<file path="config.mk">
export PLATFORM = sky130hd
export DESIGN_NAME = wb_arbiter_flat
export DESIGN_NICKNAME = d
export VERILOG_FILES = /design/src/rtl/blueberry_pkg.sv /design/src/rtl/wb_arbiter_if.sv /design/src/rtl/wb_hold_slot.sv /design/src/rtl/wb_arbiter.sv /design/src/flat_wrapper.sv
export SDC_FILE = /design/constraint.sdc
export NUM_CORES = 1
export LEC_CHECK = 0
export BUFFER_PORTS_ARGS = -buffer_cell sky130_fd_sc_hd__buf_4
export CAP_MARGIN = 20
export CORE_AREA = 5 5 117 119
export DETAILED_ROUTE_END_ITERATION = 7
export DIE_AREA = 0 0 122 124
export PLACE_DENSITY = 0.88
export SLEW_MARGIN = 15
export SYNTH_ARGS = -nofsm -noshare
export SYNTH_HDL_FRONTEND = slang
export SYNTH_SLANG_ARGS = --single-unit
</file>
<file path="constraint.sdc">
create_clock -name CLK -period 1.7 [get_ports CLK]
set_input_delay 0.255 -clock CLK [delete_from_list [all_inputs] [get_ports CLK]]
set_output_delay 0.255 -clock CLK [all_outputs]
set_load 0.01 [all_outputs]
</file>
<file path="src/rtl/blueberry_pkg.sv">
// Shared definitions for the blueberry core: datapath widths, register-file
// geometry and the write-back source encoding used by the arbiter.
package blueberry_pkg;

  localparam int XLEN       = 32;
  localparam int REG_AW     = 5;
  localparam int REG_N      = 32;
  localparam int STARVE_MAX = 4;

  // Which producer owns the register-file write port in a given cycle.
  typedef enum logic [1:0] {
    SRC_NONE = 2'd0,
    SRC_ALU  = 2'd1,
    SRC_LSU  = 2'd2,
    SRC_MDU  = 2'd3
  } src_e;

endpackage : blueberry_pkg

</file>
<file path="src/rtl/wb_arbiter_if.sv">
// Write-back bus bundle: ALU/LSU/MDU results in, allocation from decode,
// register-file write port and busy scoreboard out.
//
// Handshake: an LSU/MDU result transfers at a posedge where both V and Rdy
// are high; V and its DR/D must stay stable until that edge. ALU results
// have no ready and are taken every cycle Alu_V is high. Alu_Stall asks
// upstream to keep Alu_V low next cycle so a waiting slot can drain.
interface wb_arbiter_if #(
  parameter int XLEN = blueberry_pkg::XLEN
);

  // ALU
  logic                              Alu_V;
  logic [blueberry_pkg::REG_AW-1:0]  Alu_DR;
  logic [XLEN-1:0]                   Alu_D;
  logic                              Alu_Stall;
  // LSU
  logic                              Lsu_V;
  logic                              Lsu_Rdy;
  logic [blueberry_pkg::REG_AW-1:0]  Lsu_DR;
  logic [XLEN-1:0]                   Lsu_D;
  // MDU
  logic                              Mdu_V;
  logic                              Mdu_Rdy;
  logic [blueberry_pkg::REG_AW-1:0]  Mdu_DR;
  logic [XLEN-1:0]                   Mdu_D;
  // Decode allocation of long-latency destinations
  logic                              Alloc_V;
  logic [blueberry_pkg::REG_AW-1:0]  Alloc_DR;
  logic [blueberry_pkg::REG_N-1:0]   Busy;
  // Register-file write port
  logic                              RegW;
  logic [blueberry_pkg::REG_AW-1:0]  DR;
  logic [XLEN-1:0]                   Reg_In;

  // Producer / decode / register-file side
  modport master (
    output Alu_V, Alu_DR, Alu_D,
    input  Alu_Stall,
    output Lsu_V, Lsu_DR, Lsu_D,
    input  Lsu_Rdy,
    output Mdu_V, Mdu_DR, Mdu_D,
    input  Mdu_Rdy,
    output Alloc_V, Alloc_DR,
    input  Busy,
    input  RegW, DR, Reg_In
  );

  // Arbiter side
  modport slave (
    input  Alu_V, Alu_DR, Alu_D,
    output Alu_Stall,
    input  Lsu_V, Lsu_DR, Lsu_D,
    output Lsu_Rdy,
    input  Mdu_V, Mdu_DR, Mdu_D,
    output Mdu_Rdy,
    input  Alloc_V, Alloc_DR,
    output Busy,
    output RegW, DR, Reg_In
  );

endinterface : wb_arbiter_if

</file>
<file path="src/rtl/wb_hold_slot.sv">
// One-entry valid/ready hold buffer for a long-latency result source, with a
// saturating counter of cycles the held entry has waited without a grant.
module wb_hold_slot
  import blueberry_pkg::*;
#(
  parameter int DW         = XLEN,
  parameter int STARVE_MAX = blueberry_pkg::STARVE_MAX
) (
  input  logic              clk,
  input  logic              rst_n,
  input  logic              in_v,
  input  logic [REG_AW-1:0] in_dr,
  input  logic [DW-1:0]     in_d,
  output logic              rdy,
  input  logic              grant,
  output logic              slot_v,
  output logic [REG_AW-1:0] slot_dr,
  output logic [DW-1:0]     slot_d,
  output logic              starved
);

  localparam int SW = $clog2(STARVE_MAX + 1);
  localparam logic [SW-1:0] STARVE_TOP = SW'(STARVE_MAX);

  logic              valid_q, valid_d;
  logic [REG_AW-1:0] dr_q, dr_d;
  logic [DW-1:0]     data_q, data_d;
  logic [SW-1:0]     starve_q, starve_d;

  // A granted entry leaves this cycle, so the slot can refill at the same edge.
  assign rdy     = !valid_q || grant;
  assign slot_v  = valid_q;
  assign slot_dr = dr_q;
  assign slot_d  = data_q;
  assign starved = (starve_q == STARVE_TOP);

  // Next entry and wait counter
  always_comb begin
    valid_d  = valid_q;
    dr_d     = dr_q;
    data_d   = data_q;
    starve_d = starve_q;
    if (in_v && rdy) begin
      valid_d = 1'b1;
      dr_d    = in_dr;
      data_d  = in_d;
    end else if (grant) begin
      valid_d = 1'b0;
    end
    if (grant || !valid_q) begin
      starve_d = '0;
    end else if (starve_q != STARVE_TOP) begin
      starve_d = starve_q + 1'b1;
    end
  end

  // Slot state registers
  always_ff @(posedge clk) begin
    if (!rst_n) begin
      valid_q  <= 1'b0;
      dr_q     <= '0;
      data_q   <= '0;
      starve_q <= '0;
    end else begin
      valid_q  <= valid_d;
      dr_q     <= dr_d;
      data_q   <= data_d;
      starve_q <= starve_d;
    end
  end

endmodule : wb_hold_slot

</file>
<file path="src/rtl/wb_arbiter.sv">
// Write-back arbiter: sole driver of the register-file write port. ALU results
// win unconditionally; LSU/MDU results wait in hold slots and share the
// remaining cycles round-robin. Also keeps the busy scoreboard used by decode.
module wb_arbiter
  import blueberry_pkg::*;
#(
  parameter int STARVE_MAX = blueberry_pkg::STARVE_MAX
) (
  input  logic          CLK,
  input  logic          RST_N,
  wb_arbiter_if.slave   bus
);

  src_e              src;
  logic              rr_q, rr_d;          // 0: LSU preferred, 1: MDU preferred
  logic              regw_q, regw_d;
  logic [REG_AW-1:0] dr_q, dr_d;
  logic [XLEN-1:0]   reg_in_q, reg_in_d;
  logic [REG_N-1:0]  busy_q, busy_d;

  logic              lsu_v, mdu_v;
  logic [REG_AW-1:0] lsu_dr, mdu_dr;
  logic [XLEN-1:0]   lsu_d, mdu_d;
  logic              lsu_starved, mdu_starved;
  logic              lsu_grant, mdu_grant;

  assign lsu_grant = (src == SRC_LSU);
  assign mdu_grant = (src == SRC_MDU);

  wb_hold_slot #(.DW(XLEN), .STARVE_MAX(STARVE_MAX)) u_lsu_slot (
    .clk     (CLK),
    .rst_n   (RST_N),
    .in_v    (bus.Lsu_V),
    .in_dr   (bus.Lsu_DR),
    .in_d    (bus.Lsu_D),
    .rdy     (bus.Lsu_Rdy),
    .grant   (lsu_grant),
    .slot_v  (lsu_v),
    .slot_dr (lsu_dr),
    .slot_d  (lsu_d),
    .starved (lsu_starved)
  );

  wb_hold_slot #(.DW(XLEN), .STARVE_MAX(STARVE_MAX)) u_mdu_slot (
    .clk     (CLK),
    .rst_n   (RST_N),
    .in_v    (bus.Mdu_V),
    .in_dr   (bus.Mdu_DR),
    .in_d    (bus.Mdu_D),
    .rdy     (bus.Mdu_Rdy),
    .grant   (mdu_grant),
    .slot_v  (mdu_v),
    .slot_dr (mdu_dr),
    .slot_d  (mdu_d),
    .starved (mdu_starved)
  );

  // Starve counters are registered, so the stall request is glitch-free.
  assign bus.Alu_Stall = lsu_starved || mdu_starved;

  assign bus.RegW   = regw_q;
  assign bus.DR     = dr_q;
  assign bus.Reg_In = reg_in_q;
  assign bus.Busy   = busy_q;

  // Grant selection and round-robin pointer update
  always_comb begin
    src  = SRC_NONE;
    rr_d = rr_q;
    if (bus.Alu_V) begin
      src = SRC_ALU;
    end else if (lsu_v && mdu_v) begin
      src = rr_q ? SRC_MDU : SRC_LSU;
    end else if (lsu_v) begin
      src = SRC_LSU;
    end else if (mdu_v) begin
      src = SRC_MDU;
    end
    if (src == SRC_LSU) rr_d = 1'b1;
    if (src == SRC_MDU) rr_d = 1'b0;
  end

  // Register-file write port: granted entry, with writes to x0 suppressed
  always_comb begin
    regw_d   = 1'b0;
    dr_d     = dr_q;
    reg_in_d = reg_in_q;
    case (src)
      SRC_ALU: begin
        dr_d     = bus.Alu_DR;
        reg_in_d = bus.Alu_D;
      end
      SRC_LSU: begin
        dr_d     = lsu_dr;
        reg_in_d = lsu_d;
      end
      SRC_MDU: begin
        dr_d     = mdu_dr;
        reg_in_d = mdu_d;
      end
      default: ;
    endcase
    if (src != SRC_NONE) regw_d = (dr_d != '0);
  end

  // Scoreboard: clear on the edge the register file captures; a new
  // allocation of the same register on that edge wins.
  always_comb begin
    busy_d = busy_q;
    if (regw_q) busy_d[dr_q] = 1'b0;
    if (bus.Alloc_V && (bus.Alloc_DR != '0)) busy_d[bus.Alloc_DR] = 1'b1;
    busy_d[0] = 1'b0;
  end

  // Arbiter state registers
  always_ff @(posedge CLK) begin
    if (!RST_N) begin
      rr_q     <= 1'b0;
      regw_q   <= 1'b0;
      dr_q     <= '0;
      reg_in_q <= '0;
      busy_q   <= '0;
    end else begin
      rr_q     <= rr_d;
      regw_q   <= regw_d;
      dr_q     <= dr_d;
      reg_in_q <= reg_in_d;
      busy_q   <= busy_d;
    end
  end

endmodule : wb_arbiter

</file>
<file path="src/flat_wrapper.sv">
// flat-port wrapper written by rule: the top's interface ports become plain ports
module wb_arbiter_flat import blueberry_pkg::*;
#(
  parameter int STARVE_MAX = blueberry_pkg::STARVE_MAX
)
  (CLK, RST_N, bus_Alu_V, bus_Alu_DR, bus_Alu_D, bus_Alu_Stall, bus_Lsu_V, bus_Lsu_DR, bus_Lsu_D, bus_Lsu_Rdy, bus_Mdu_V, bus_Mdu_DR, bus_Mdu_D, bus_Mdu_Rdy, bus_Alloc_V, bus_Alloc_DR, bus_Busy, bus_RegW, bus_DR, bus_Reg_In);
  wb_arbiter_if bus_i ();
  input  logic CLK;
  input  logic RST_N;
  input wire logic [$bits(bus_i.Alu_V)-1:0] bus_Alu_V;
  input wire logic [$bits(bus_i.Alu_DR)-1:0] bus_Alu_DR;
  input wire logic [$bits(bus_i.Alu_D)-1:0] bus_Alu_D;
  output wire logic [$bits(bus_i.Alu_Stall)-1:0] bus_Alu_Stall;
  input wire logic [$bits(bus_i.Lsu_V)-1:0] bus_Lsu_V;
  input wire logic [$bits(bus_i.Lsu_DR)-1:0] bus_Lsu_DR;
  input wire logic [$bits(bus_i.Lsu_D)-1:0] bus_Lsu_D;
  output wire logic [$bits(bus_i.Lsu_Rdy)-1:0] bus_Lsu_Rdy;
  input wire logic [$bits(bus_i.Mdu_V)-1:0] bus_Mdu_V;
  input wire logic [$bits(bus_i.Mdu_DR)-1:0] bus_Mdu_DR;
  input wire logic [$bits(bus_i.Mdu_D)-1:0] bus_Mdu_D;
  output wire logic [$bits(bus_i.Mdu_Rdy)-1:0] bus_Mdu_Rdy;
  input wire logic [$bits(bus_i.Alloc_V)-1:0] bus_Alloc_V;
  input wire logic [$bits(bus_i.Alloc_DR)-1:0] bus_Alloc_DR;
  output wire logic [$bits(bus_i.Busy)-1:0] bus_Busy;
  output wire logic [$bits(bus_i.RegW)-1:0] bus_RegW;
  output wire logic [$bits(bus_i.DR)-1:0] bus_DR;
  output wire logic [$bits(bus_i.Reg_In)-1:0] bus_Reg_In;
  assign bus_i.Alu_V = bus_Alu_V;
  assign bus_i.Alu_DR = bus_Alu_DR;
  assign bus_i.Alu_D = bus_Alu_D;
  assign bus_Alu_Stall = bus_i.Alu_Stall;
  assign bus_i.Lsu_V = bus_Lsu_V;
  assign bus_i.Lsu_DR = bus_Lsu_DR;
  assign bus_i.Lsu_D = bus_Lsu_D;
  assign bus_Lsu_Rdy = bus_i.Lsu_Rdy;
  assign bus_i.Mdu_V = bus_Mdu_V;
  assign bus_i.Mdu_DR = bus_Mdu_DR;
  assign bus_i.Mdu_D = bus_Mdu_D;
  assign bus_Mdu_Rdy = bus_i.Mdu_Rdy;
  assign bus_i.Alloc_V = bus_Alloc_V;
  assign bus_i.Alloc_DR = bus_Alloc_DR;
  assign bus_Busy = bus_i.Busy;
  assign bus_RegW = bus_i.RegW;
  assign bus_DR = bus_i.DR;
  assign bus_Reg_In = bus_i.Reg_In;
  wb_arbiter #(.STARVE_MAX(STARVE_MAX)) u_core (.CLK(CLK), .RST_N(RST_N), .bus(bus_i));
endmodule
</file>
Word level (Yosys, flattened, before mapping)
Cells that the tools add are included.
Word-level totals
  flip-flop bits (word level): 153
  output and inout port bits: 73
  logic and storage cells: 69
Cells by class
  $add $sub $neg: 2
  magnitude comparators: 4
  equal/unequal tests: 7
  mux-type cells: 17
  bitwise logic cells: 4
  reduce and logical (&&, ||, !) cells: 21
Operator list (count)
  one-hot mux 32 bit (3 select lines): 1
  two-way mux 32 bit: 2
  bitwise AND 32 bit: 1
  NOT 32 bit: 1
  OR 32 bit: 1
  one-hot mux 5 bit (3 select lines): 1
  less-than comparator 5 x 6 -> 1 bit (second input constant): 2
  demux 1 bit (select 5 bit): 2
  greater-or-equal comparator 5 x 1 -> 1 bit (second input constant): 2
  nonzero test 5 bit: 2
  two-way mux 2 bit: 4
  two-way mux 1 bit: 7
  adder 3 x 1 -> 3 bit (second input constant): 2
  == test 3 bit (second input constant): 2
  logical AND 1 bit: 6
  inequality test 3 bit (second input constant): 2
  nonzero test 2 bit: 3
  OR reduction 2 bit: 3
  == test 2 bit (second input constant): 2
  logical OR 1 bit: 3
  nonzero test 3 bit: 1
  == test 2 x 1 -> 1 bit (second input constant): 1
  logical NOT 1 bit: 2
  AND reduction 2 bit: 1
  NOT 1 bit: 1

Longest topological paths before layout
Gate-level depths: netlist (run 1).
  depth after elaboration: 9
  depth in mapped cells: 9
  mapped depth without buffers: 6

By module
From an unflattened synthesis (run 1), not the netlist that was laid out.
Unflattened totals
  cell total of the unflattened synthesis: 730
  area total of the unflattened synthesis: 6542.5 sq um
By module, submodules not included
  wb_hold_slot: instances 2, cells each 184, area an instance 1710.4 sq um, sequential area each 820.8 sq um
  wb_arbiter: instances 1, cells each 362, area an instance 3121.7 sq um, sequential area each 1401.3 sq um

Least setup slack after synthesis (run 1)
Ideal clock, no wire load.
  path type: reg-to-reg
  start: register u_core.u_mdu_slot.valid_q, in the netlist u_core.u_mdu_slot.slot_v
  end: register u_core.u_lsu_slot.data_q[27], in the netlist u_core.u_lsu_slot.slot_d[27]
  setup time: 132 ps
  arrival: 1316 ps
  required time: 1568 ps
  setup slack: 252 ps
  stages on the path, launching flop included: 10
  path buffers: 3
  clock period less this slack: 1448 ps
  cells stage by stage: dfxtp_1 -> buf_6 -> and2_4 -> o21a_4 -> clkinv_2 -> and2_1 -> buf_6 -> buf_6 -> nand2_1 -> a21oi_1
On the way
  longest elaborated chain between the ends: 7
  elaborated cells on any way between the ends: 8
Ends and longest elaborated chain
  start, declared: line wb_hold_slot.sv:25  | logic valid_q, valid_d;
  start signal, assigned: line wb_hold_slot.sv:65  | valid_q <= valid_d;
  two-way mux 2 bit: line wb_arbiter.sv:76  | end else if (mdu_v) begin
  two-way mux 2 bit: line wb_arbiter.sv:74  | end else if (lsu_v) begin
  two-way mux 2 bit (*): line wb_arbiter.sv:72  | end else if (lsu_v && mdu_v) begin
  two-way mux 2 bit (*): line wb_arbiter.sv:70  | if (bus.Alu_V) begin
  == test 2 bit (*): line wb_arbiter.sv:27  | assign lsu_grant = (src == SRC_LSU);
  logical OR 1 bit (*): line wb_hold_slot.sv:31  | assign rdy = !valid_q || grant;
  named net bus_Lsu_Rdy: line flat_wrapper.sv:17  | output wire logic [$bits(bus_i.Lsu_Rdy)-1:0] bus_Lsu_Rdy;
  logical AND 1 bit (*): line wb_hold_slot.sv:43  | if (in_v && rdy) begin
  end signal, assigned: line wb_hold_slot.sv:67  | data_q <= data_d;
  end, declared: line wb_hold_slot.sv:27  | logic [DW-1:0] data_q, data_d;
The timed path passes the listed nets; every way through them passes the cells marked *.
A chain may end at the register's enable or synchronous reset.

Final worst setup path (run 1)
  start: register u_core.u_mdu_slot.starve_q[1]
  end: output bus_Alu_Stall
On the way
  longest elaborated chain between the ends: 2
Ends and longest elaborated chain
  start, declared: line wb_hold_slot.sv:28  | logic [SW-1:0] starve_q, starve_d;
  start signal, assigned: line wb_hold_slot.sv:68  | starve_q <= starve_d;
  == test 3 bit: line wb_hold_slot.sv:35  | assign starved = (starve_q == STARVE_TOP);
  logical OR 1 bit: line wb_arbiter.sv:59  | assign bus.Alu_Stall = lsu_starved || mdu_starved;
  end, declared: line flat_wrapper.sv:13  | output wire logic [$bits(bus_i.Alu_Stall)-1:0] bus_Alu_Stall;
Every way passes these cells.

==> flow_summary.ini, run 1 <==
[setup_path]
critPathRequiredTime_ns = 1.44
r2r_start = u_core.u_lsu_slot.slot_v
reg2reg_slack_ns = 0.10
crit_chain = inv_1 > ha_2 > nand2_4 > nand2_1 > buf_4
crit_start = u_core.u_mdu_slot.starve_q[1]
cpPeakStageDelay_ns = 0.33
endpoint_kind = primary output
cp_max_fo = 3
crit_path_end = bus_Alu_Stall
crit_buf_inv = 2
path_depth = 5
critPathTopFamily = flip-flops
cp_data_arrival_time_ns = 1.41
path_class = flop to primary output
start_kind = flop
worstReg2RegEnd = u_core.bus.Reg_In[29]
reg2regPathDepth = 6
crit_slowest_cell = dfxtp_2

[status]
status = finished, final reports clean

[layout]
fin_area_um2 = 8471
drive_gt1_share_pct = 29.86
areaGrowthSynthToFinish_pct = 38.36
finalNonFillerCells = 1093
antenna_cells = 0
nNetsFinal = 1034
fillCellCount = 991

[yosys]
postSynth.asyncResetShare_pct = 0
synth_nets = 847
synth_commonest_cells = dfxtp_1, nand2_1, a21oi_1, o21ai_0, nor2_1
yosysUniqueCellTypes = 42
ys_seq_elements = 152
yosysTopAreaCellShare_pct = 49.70
avgSynthCellArea_um2 = 8.491
yosysSeqAreaShare_pct = 49.70
postSynthCellCount = 721
ys.flop_type = dfxtp_1
synth.most_common_cell = dfxtp_1
synth_edf_count = 0
synth_area_leaders = dfxtp_1, nand2_1, a21oi_1, mux2i_1, o21ai_0
yosys.area.top_type = dfxtp_1
netlist_area_um2 = 6122
yosysWarnings = 0

[clock_tree]
clk_pin_slew_ns = 0.06
cts_made_buffers = 17
cts_tree = yes
cts_buffer_depth = 2
clkLatencyLatePin_ns = 0.42
cts_root_buf = clkbuf_16
htree_levels = 4
numClockSinks = 152

[detailed_routing]
via_per_inst = 5.511
drcViolationCount = 0
drt_wl_total_um = 18880
ant_nets = 0
drt_first_pass_iters = 7
wl_per_cell_um = 17.28
drt_iter0_drc = 530
vias = 6023

[die]
die_h_um = 124
core-area_um2 = 12470
start_util_pct = 49.11
dieArea_um2 = 15130
die_w_um = 122
rows = 41
pin_count = 195

[power]
p_leak_nw = 3.604
ir_drop_mv = 1.016
power.density_nw_per_um2 = 1055

[timing]
timing.final.hold_violations = 0
worst_pin_slew_ns = 0.5521
fin_skew_ns = 0.007664
holdWs_ns = 0.05596
period_share_pct = 97.94
fmax_ghz = 0.6006
slew_headroom_pct = 63.05
finalSetupViolCount = 0
slew_violations = 0
period_minus_slack_ns = 1.665
fin_setup_tns_ns = 0

[placement]
place_congestion = 0.8536
dp.cells = 1061
io_buffers = 193
placed_area_um2 = 7834
hpwl_um = 12480

[grt]
overflow = 0
grt_max_degree = 38
grt_first_pass_wirelength_um = 29200
grt_pass1_vias = 5805
antenna_found_initial = 0
grtUsageTotal_pct = 24.67

[worst_hold_path]
hold_class = input port to flop

[flow_run]
max-cap-violations = 0
[through the flow]
step                      setup WS, ns  total power [mW]  utilization, %
after floorplan                 0.2515             4.546               -
after global placement         0.02976             5.109           62.84
after detailed placement      -0.02936             5.133           62.84
after CTS                      0.01504             8.958           67.83
after global routing          -0.01233             9.264           67.95
final                          0.03498             8.938           67.95
[worst min-delay path by stage]
stage | startpoint | to | slack (ns) | cells after the start
finish | bus_Mdu_D[18] | u_core.u_mdu_slot.slot_d[18] | 0.06 | 3
global route | bus_Mdu_D[18] | u_core.u_mdu_slot.slot_d[18] | 0.05 | 3
CTS | bus_Mdu_D[10] | u_core.u_mdu_slot.slot_d[10] | 0.05 | 3
detailed placement | u_core.u_lsu_slot.slot_d[31] | u_core.u_lsu_slot.slot_d[31] | 0.45 | 2
global placement | u_core.u_lsu_slot.slot_d[15] | u_core.bus.Reg_In[15] | 0.44 | 2
floorplan | bus_Lsu_V | u_core.u_lsu_slot.slot_v | 0.38 | 2
[cells by family after synthesis]
logic type               after synthesis  synth area share (%)
buffers and inverters                 59                 4.987
XOR/XNOR                               2                0.2862
multiplexers                          37                 6.050
flip-flops                           152                 49.70
other                                  1               0.06125
AND/OR/NAND/NOR                      251                 17.70
AO/OA/AOI/OAI                        215                 20.40
adder cells (fa/ha/maj)                4                0.8175
[power breakdown]
part	internal [mW]	total [mW]	switching, mW
clock network	2.38	3.85	1.47
logic	0.588	1.19	0.598
registers	3.77	3.90	0.133
[state kept, by name (all words and copies together) (netlist names)]
register                    count
u_core.bus.Reg_In              32
u_core.u_lsu_slot.slot_d       32
u_core.u_mdu_slot.slot_d       32
u_core.bus.Busy                31
u_core.bus.DR                   5
u_core.u_lsu_slot.slot_dr       5
u_core.u_mdu_slot.slot_dr       5
u_core.u_lsu_slot.starve_q      3
u_core.u_mdu_slot.starve_q      3
u_core.bus.RegW                 1
u_core.rr_q                     1
u_core.u_lsu_slot.slot_v        1
u_core.u_mdu_slot.slot_v        1
[worst reg2reg max path, stage by stage, from the launching register on]
cell,delay (ns)
dfxtp_2,0.41
inv_1,0.12
o21ai_1,0.20
nor2_2,0.08
buf_12,0.18
a221oi_1,0.34
a21oi_1,0.14
[cell usage in the layout, fill, tap and decap left out, types with 3 or more instances in the layout]
master	n
dfxtp_2	6
bufinv_16	3
o21ai_0	63
buf_12	9
nand3_1	4
o22ai_1	5
inv_1	7
mux2i_1	37
nor2_1	54
nor3_1	8
ha_1	3
a221oi_1	32
nand3b_1	5
clkinvlp_4	7
and2_1	5
nand2_1	147
nor3b_1	4
a31o_2	4
clkbuf_16	17
buf_4	209
dfxtp_1	146
clkinv_2	3
nor2b_1	4
a21oi_1	104
[cell type report]
cell class              instances  area [um^2]  share of cell area [%]
clock inverters                11        147.6                   1.743
well taps                     172        215.2                   2.541
multi-input cells             510         2811                   33.19
clock buffers                  21        460.4                   5.436
repair buffers                218         1749                   20.65
inverters                       9        36.28                  0.4284
flip-flops and latches        152         3050                   36.01
[metal layers]
layer | vias to the layer above | part of all wire, % | track usage, %
met1 | 2809 | 40 | 29.65
met3 | 35 | 9.2 | 7.357
met5 | - | 0 | 0
met2 | 299 | 49 | 41.78
met4 | 0 | 2.0 | 9.384
li1 | 2880 | - | -
[what timing repair did]
| action | CTS | global route |
|---|---|---|
| buffers inserted | 0 | 0 |
| resized for setup | 7 | 6 |
| hold buffers | 0 | 0 |
| cloned | 0 | 0 |
| pin swaps | 0 | 1 |
| endpoints found under the setup margin | 36 | 4 |
Note: power is estimated with default switching activity, not from simulation.
==> run 2, diff against run 1 <==
Settings changed: ABC_AREA from default to 1, CORE_AREA 5 5 117 119 to 5 5 126 128, CTS_BUF_LIST from default to sky130_fd_sc_hd__clkbuf_8, DIE_AREA 0 0 122 124 to 0 0 131 133, PLACE_DENSITY 0.88 to 0.85, SYNTH_HIERARCHICAL from default to 1.
==> run 2 against run 1 <==
Clock skew rose by 0.0021 ns. Combinational power is 49% higher. Wire length increased by 18%. Sequential share of layout area is 3.7 points lower. The flow now finishes with violations (negative setup slack). Global-route usage barely moved. Highest routed layer unchanged. Fmax shrank 3.8%. Critical path depth rose by 4. Sequential power grew 3%. Die area up 15%.
==> flow_summary.ini, run 2 <==
[layout]
drive_gt1_share_pct = 27.22
final_cell_mix = buf_4, nand2_1, dfxtp_1
nNetsFinal = 1341
antenna_cells = 0
fillCellCount = 1243
final_common_cell = buf_4
utilization_pct = 63.99
areaGrowthSynthToFinish_pct = 32.49

[placement]
io_buffers = 193
hpwl_um = 15260
place_congestion = 0.9115

[setup_path]
cp_max_fo = 3
start_kind = flop
r2r_start = u_core/rr_q
path_class = flop to primary output
crit_start = u_core/rr_q
cp_data_arrival_time_ns = 1.48
endpoint_kind = primary output
critPathRequiredTime_ns = 1.44

[die]
die_w_um = 131
core-area_um2 = 14750
rows = 45
start_util_pct = 48.30
dieArea_um2 = 17420
die_h_um = 133
pin_count = 195

[timing]
period_share_pct = 101.8
slew_violations = 0
finalSetupViolCount = 2
slew_headroom_pct = 63.50
fmax_ghz = 0.5779
setup_ws_ns = -0.03040
worst_pin_slew_ns = 0.5433
rsz0062_at_grt = true
timing.final.hold_violations = 0
fin_setup_tns_ns = -0.05494
period_minus_slack_ns = 1.730
fin_skew_ns = 0.009750

[detailed_routing]
wl_per_cell_um = 15.71
drcViolationCount = 0
drt_wl_total_um = 22230
via_per_inst = 5.383
drt_iter0_drc = 836
ant_nets = 0
drt_first_pass_iters = 6
vias = 7617

[grt]
overflow = 0
grtUsageTotal_pct = 24.69
antenna_found_initial = 0
grt_pass1_vias = 6928
grt_max_degree = 76
grt_first_pass_wirelength_um = 34200

[clock_tree]
cts_root_buf = clkbuf_8
htree_levels = 4
cts_made_buffers = 17
cts_buffer_depth = 2
clk_pin_slew_ns = 0.08
numClockSinks = 152
clkLatencyLatePin_ns = 0.47
cts_tree = yes

[yosys]
yosysWarnings = 6
synth_nets = 1138
yosys.area.top_type = dfxtp_1
synth_area_leaders = dfxtp_1, nand2_1, a21oi_1, nand3_1, inv_1
synth_edf_count = 0
netlist_area_um2 = 7124
avgSynthCellArea_um2 = 7.040
yosysUniqueCellTypes = 28
postSynthCellCount = 1012
postSynth.asyncResetShare_pct = 0
ys_seq_elements = 152
ys.flop_type = dfxtp_1
yosysSeqAreaShare_pct = 42.71
synth.most_common_cell = nand2_1
synth_commonest_cells = nand2_1, dfxtp_1, a21oi_1, inv_1, nand3_1
yosysTopAreaCellShare_pct = 42.71

[power]
p_leak_nw = 4.686
ir_drop_mv = 0.5295
power.density_nw_per_um2 = 893.9
fin_total_pwr_mw = 8.437

[worst_hold_path]
hold_start = bus_Mdu_D[24]
hold_class = input port to flop

[status]
violations = negative setup slack
status = finished, violations left

[flow_run]
max-cap-violations = 0
-- run 2: repair_timing --
| action | 4_1_cts | 5_1_grt |
|---|---|---|
| gates resized for setup | 29 | 7 |
| hold buffers | 0 | 0 |
| pin swaps | 13 | 8 |
| endpoints found under the setup margin | 3 | 6 |
| gates cloned | 2 | 0 |
| buffers inserted | 25 | 5 |
-- run 2: through the flow --
step	area, um^2	instances	hold slack (ns)	worst slack [ns]
detailed placement	8708	1354	0.4662	0.1045
CTS	9404	1412	0.08421	-0.05253
floorplan	7124	1012	0.4470	0.03667
finish	9439	1415	0.09854	-0.03040
global route	9439	1415	0.09324	-0.08005
global placement	8708	1354	0.4577	0.1528
-- run 2: area by class of cell --
class / count / area (um^2) / share of cell area, %
Multi-Input combinational cell: 661 / 3259 / 34.53
Sequential cell: 152 / 3054 / 32.36
Timing Repair Buffer: 248 / 2011 / 21.30
Inverter: 135 / 506.7 / 5.369
Clock buffer: 19 / 261.5 / 2.770
Tap cell: 188 / 235.2 / 2.492
Clock inverter: 12 / 111.4 / 1.180
-- run 2: kinds of logic (layout without fill, tap and decap cells) --
group / count (synthesis) / in the layout / share of synthesized area, %
flip-flops: 152 / 152 / 42.71
AO/OA/AOI/OAI: 213 / 213 / 16.12
other: 1 / 1 / 0.05264
buffers and inverters: 199 / 414 / 12.64
AND/OR/NAND/NOR: 443 / 443 / 27.77
adder cells (fa/ha/maj): 4 / 4 / 0.7025
-- run 2: critical path: stages, from the launching register on --
cell	delay, ns
dfxtp_2	0.33
inv_2	0.03
nand2_2	0.09
nand2_4	0.07
nand2_2	0.08
inv_2	0.04
inv_2	0.07
nand2_4	0.06
buf_12	0.12
buf_6	0.11
-- run 2: path summary, 6_finish.rpt --
kind / to / slack (ns) / depth (start not counted)
max: bus_Lsu_Rdy / -0.03 / 9
min: u_core/u_mdu_slot/slot_d[24] / 0.1 / 5
min reg2reg: u_core/bus.Busy[25] / 0.48 / 2
max reg2reg: u_core/u_lsu_slot/slot_d[14] / 0.03 / 12
-- run 2: metal layers --
layer | global-route usage [%] | routed length [um] | part of all wire, % | vias to the layer above
li1 | - | - | - | 3672
met1 | 32.66 | 9244 | 42 | 3448
met2 | 38.37 | 10080 | 45 | 425
met3 | 5.208 | 2121 | 9.5 | 72
met4 | 11.20 | 775 | 3.5 | 0
met5 | 0 | 0 | 0 | -
-- run 2: power breakdown --
group          internal, mW  switching (mW)  total [mW]
sequential             3.83           0.188        4.02
combinational         0.807           0.965        1.77
clock                  1.34            1.30        2.64
==> run 3, diff against run 2 <==
Settings changed: SKIP_CTS_REPAIR_TIMING from default to 1.
==> run 3 against run 2 <==
The flow still finishes with violations (negative setup slack). Final cell count fell by 0.14%. Clock skew is essentially flat. Final area barely moved. Count of clock-buffer cells in the layout unchanged. Fmax down 3.1%. Power up 0.14%. Sequential cell count unchanged. Largest cell class unchanged. Highest routed layer unchanged.
==> flow_summary.ini, run 3 (same netlist as run 2, synthesis figures left out) <==
[layout]
drive_gt1_share_pct = 26.86
fin_area_um2 = 9435
nNetsFinal = 1339
areaGrowthSynthToFinish_pct = 32.44
utilization_pct = 63.96
antenna_cells = 0
fillCellCount = 1235
final_common_cell = buf_4
final_cell_mix = buf_4, nand2_1, dfxtp_1

[grt]
grt_max_degree = 76
antenna_found_initial = 0
grt_first_pass_wirelength_um = 32620
grt_pass1_vias = 6658
grtUsageTotal_pct = 23.45
overflow = 0

[clock_tree]
cts_tree = yes
clk_pin_slew_ns = 0.08
cts_root_buf = clkbuf_8
clkLatencyLatePin_ns = 0.45
numClockSinks = 152
cts_buffer_depth = 2
cts_made_buffers = 17
htree_levels = 4

[setup_path]
crit_start = u_core/u_mdu_slot/slot_v
start_kind = flop
cp_max_fo = 5
cp_data_arrival_time_ns = 1.53
r2r_start = u_core/u_mdu_slot/slot_v
endpoint_kind = primary output
critPathRequiredTime_ns = 1.44
path_class = flop to primary output

[power]
ir_drop_mv = 0.5178
p_leak_nw = 4.667
power.density_nw_per_um2 = 895.5

[die]
die_h_um = 133
pin_count = 195
dieArea_um2 = 17420
die_w_um = 131
core-area_um2 = 14750
rows = 45
start_util_pct = 48.30

[timing]
setup_ws_ns = -0.08523
period_minus_slack_ns = 1.785
period_share_pct = 105.0
worst_pin_slew_ns = 0.5617
timing.final.hold_violations = 0
finalSetupViolCount = 3
slew_violations = 0
holdWs_ns = 0.1092
fin_skew_ns = 0.009616
slew_headroom_pct = 62.27
fmax_ghz = 0.5602
rsz0062_at_grt = true

[worst_hold_path]
hold_class = input port to flop
hold_start = bus_Mdu_D[14]

[detailed_routing]
vias = 7571
drt_iter0_drc = 740
ant_nets = 0
drt_first_pass_iters = 7
drt_wl_total_um = 22100
via_per_inst = 5.358
wl_per_cell_um = 15.64
drcViolationCount = 0

[flow_run]
max-cap-violations = 0

[status]
status = finished, violations left
violations = negative setup slack

[placement]
placed_area_um2 = 8708
io_buffers = 193
place_congestion = 0.9115
hpwl_um = 15260
[run 3: final timing paths]
path / to / slack [ns] / cells after the start
setup reg to reg: u_core/bus.Reg_In[11] / 0.14 / 6
setup / recovery: bus_Lsu_Rdy / -0.09 / 8
hold / removal: u_core/u_mdu_slot/slot_d[14] / 0.11 / 5
hold reg to reg: u_core/bus.Busy[25] / 0.48 / 2
[run 3: per-stage QoR]
step                TNS (ns)  power (mW)  worst slack [ns]  instances
global placement           0       5.663            0.1528       1354
global route         -0.3807       8.847           -0.1544       1413
detailed placement         0       5.709            0.1045       1354
floorplan                  0       5.057           0.03667       1012
CTS                   -1.022       8.305           -0.3980       1385
finish               -0.1709       8.449          -0.08523       1413
[run 3: worst max-delay path, cell delays in order, from the launching register on]
cell and delay, ns:
dfxtp_4 0.37, nor2_4 0.13, nor2_4 0.06, nand2_1 0.07
inv_2 0.05, inv_2 0.08, nand2_4 0.08, buf_12 0.13
buf_6 0.11
[run 3: report_power, final]
part           total, mW  switching, mW  internal, mW
clock               2.63           1.28          1.34
combinational       1.80          0.973         0.826
sequential          4.02          0.191          3.83
total               8.45           2.45          6.00
[run 3: per-layer routing]
layer  track usage, %  share of wire, %  up-vias
li1                 -                 -     3670
met1            31.72                41     3391
met2            35.78                45      443
met3            5.410               9.9       67
met4            9.771               3.5        0
met5                0                 0        -
[run 3: cell type report]
class	instances	area, um^2	area share, %
clock inverters	12	111.4	1.180
well taps	188	235.2	2.493
inverters	135	509.2	5.397
multi-input cells	661	3254	34.49
repair buffers	246	2007	21.27
clock buffers	19	261.5	2.772
flip-flops and latches	152	3057	32.40
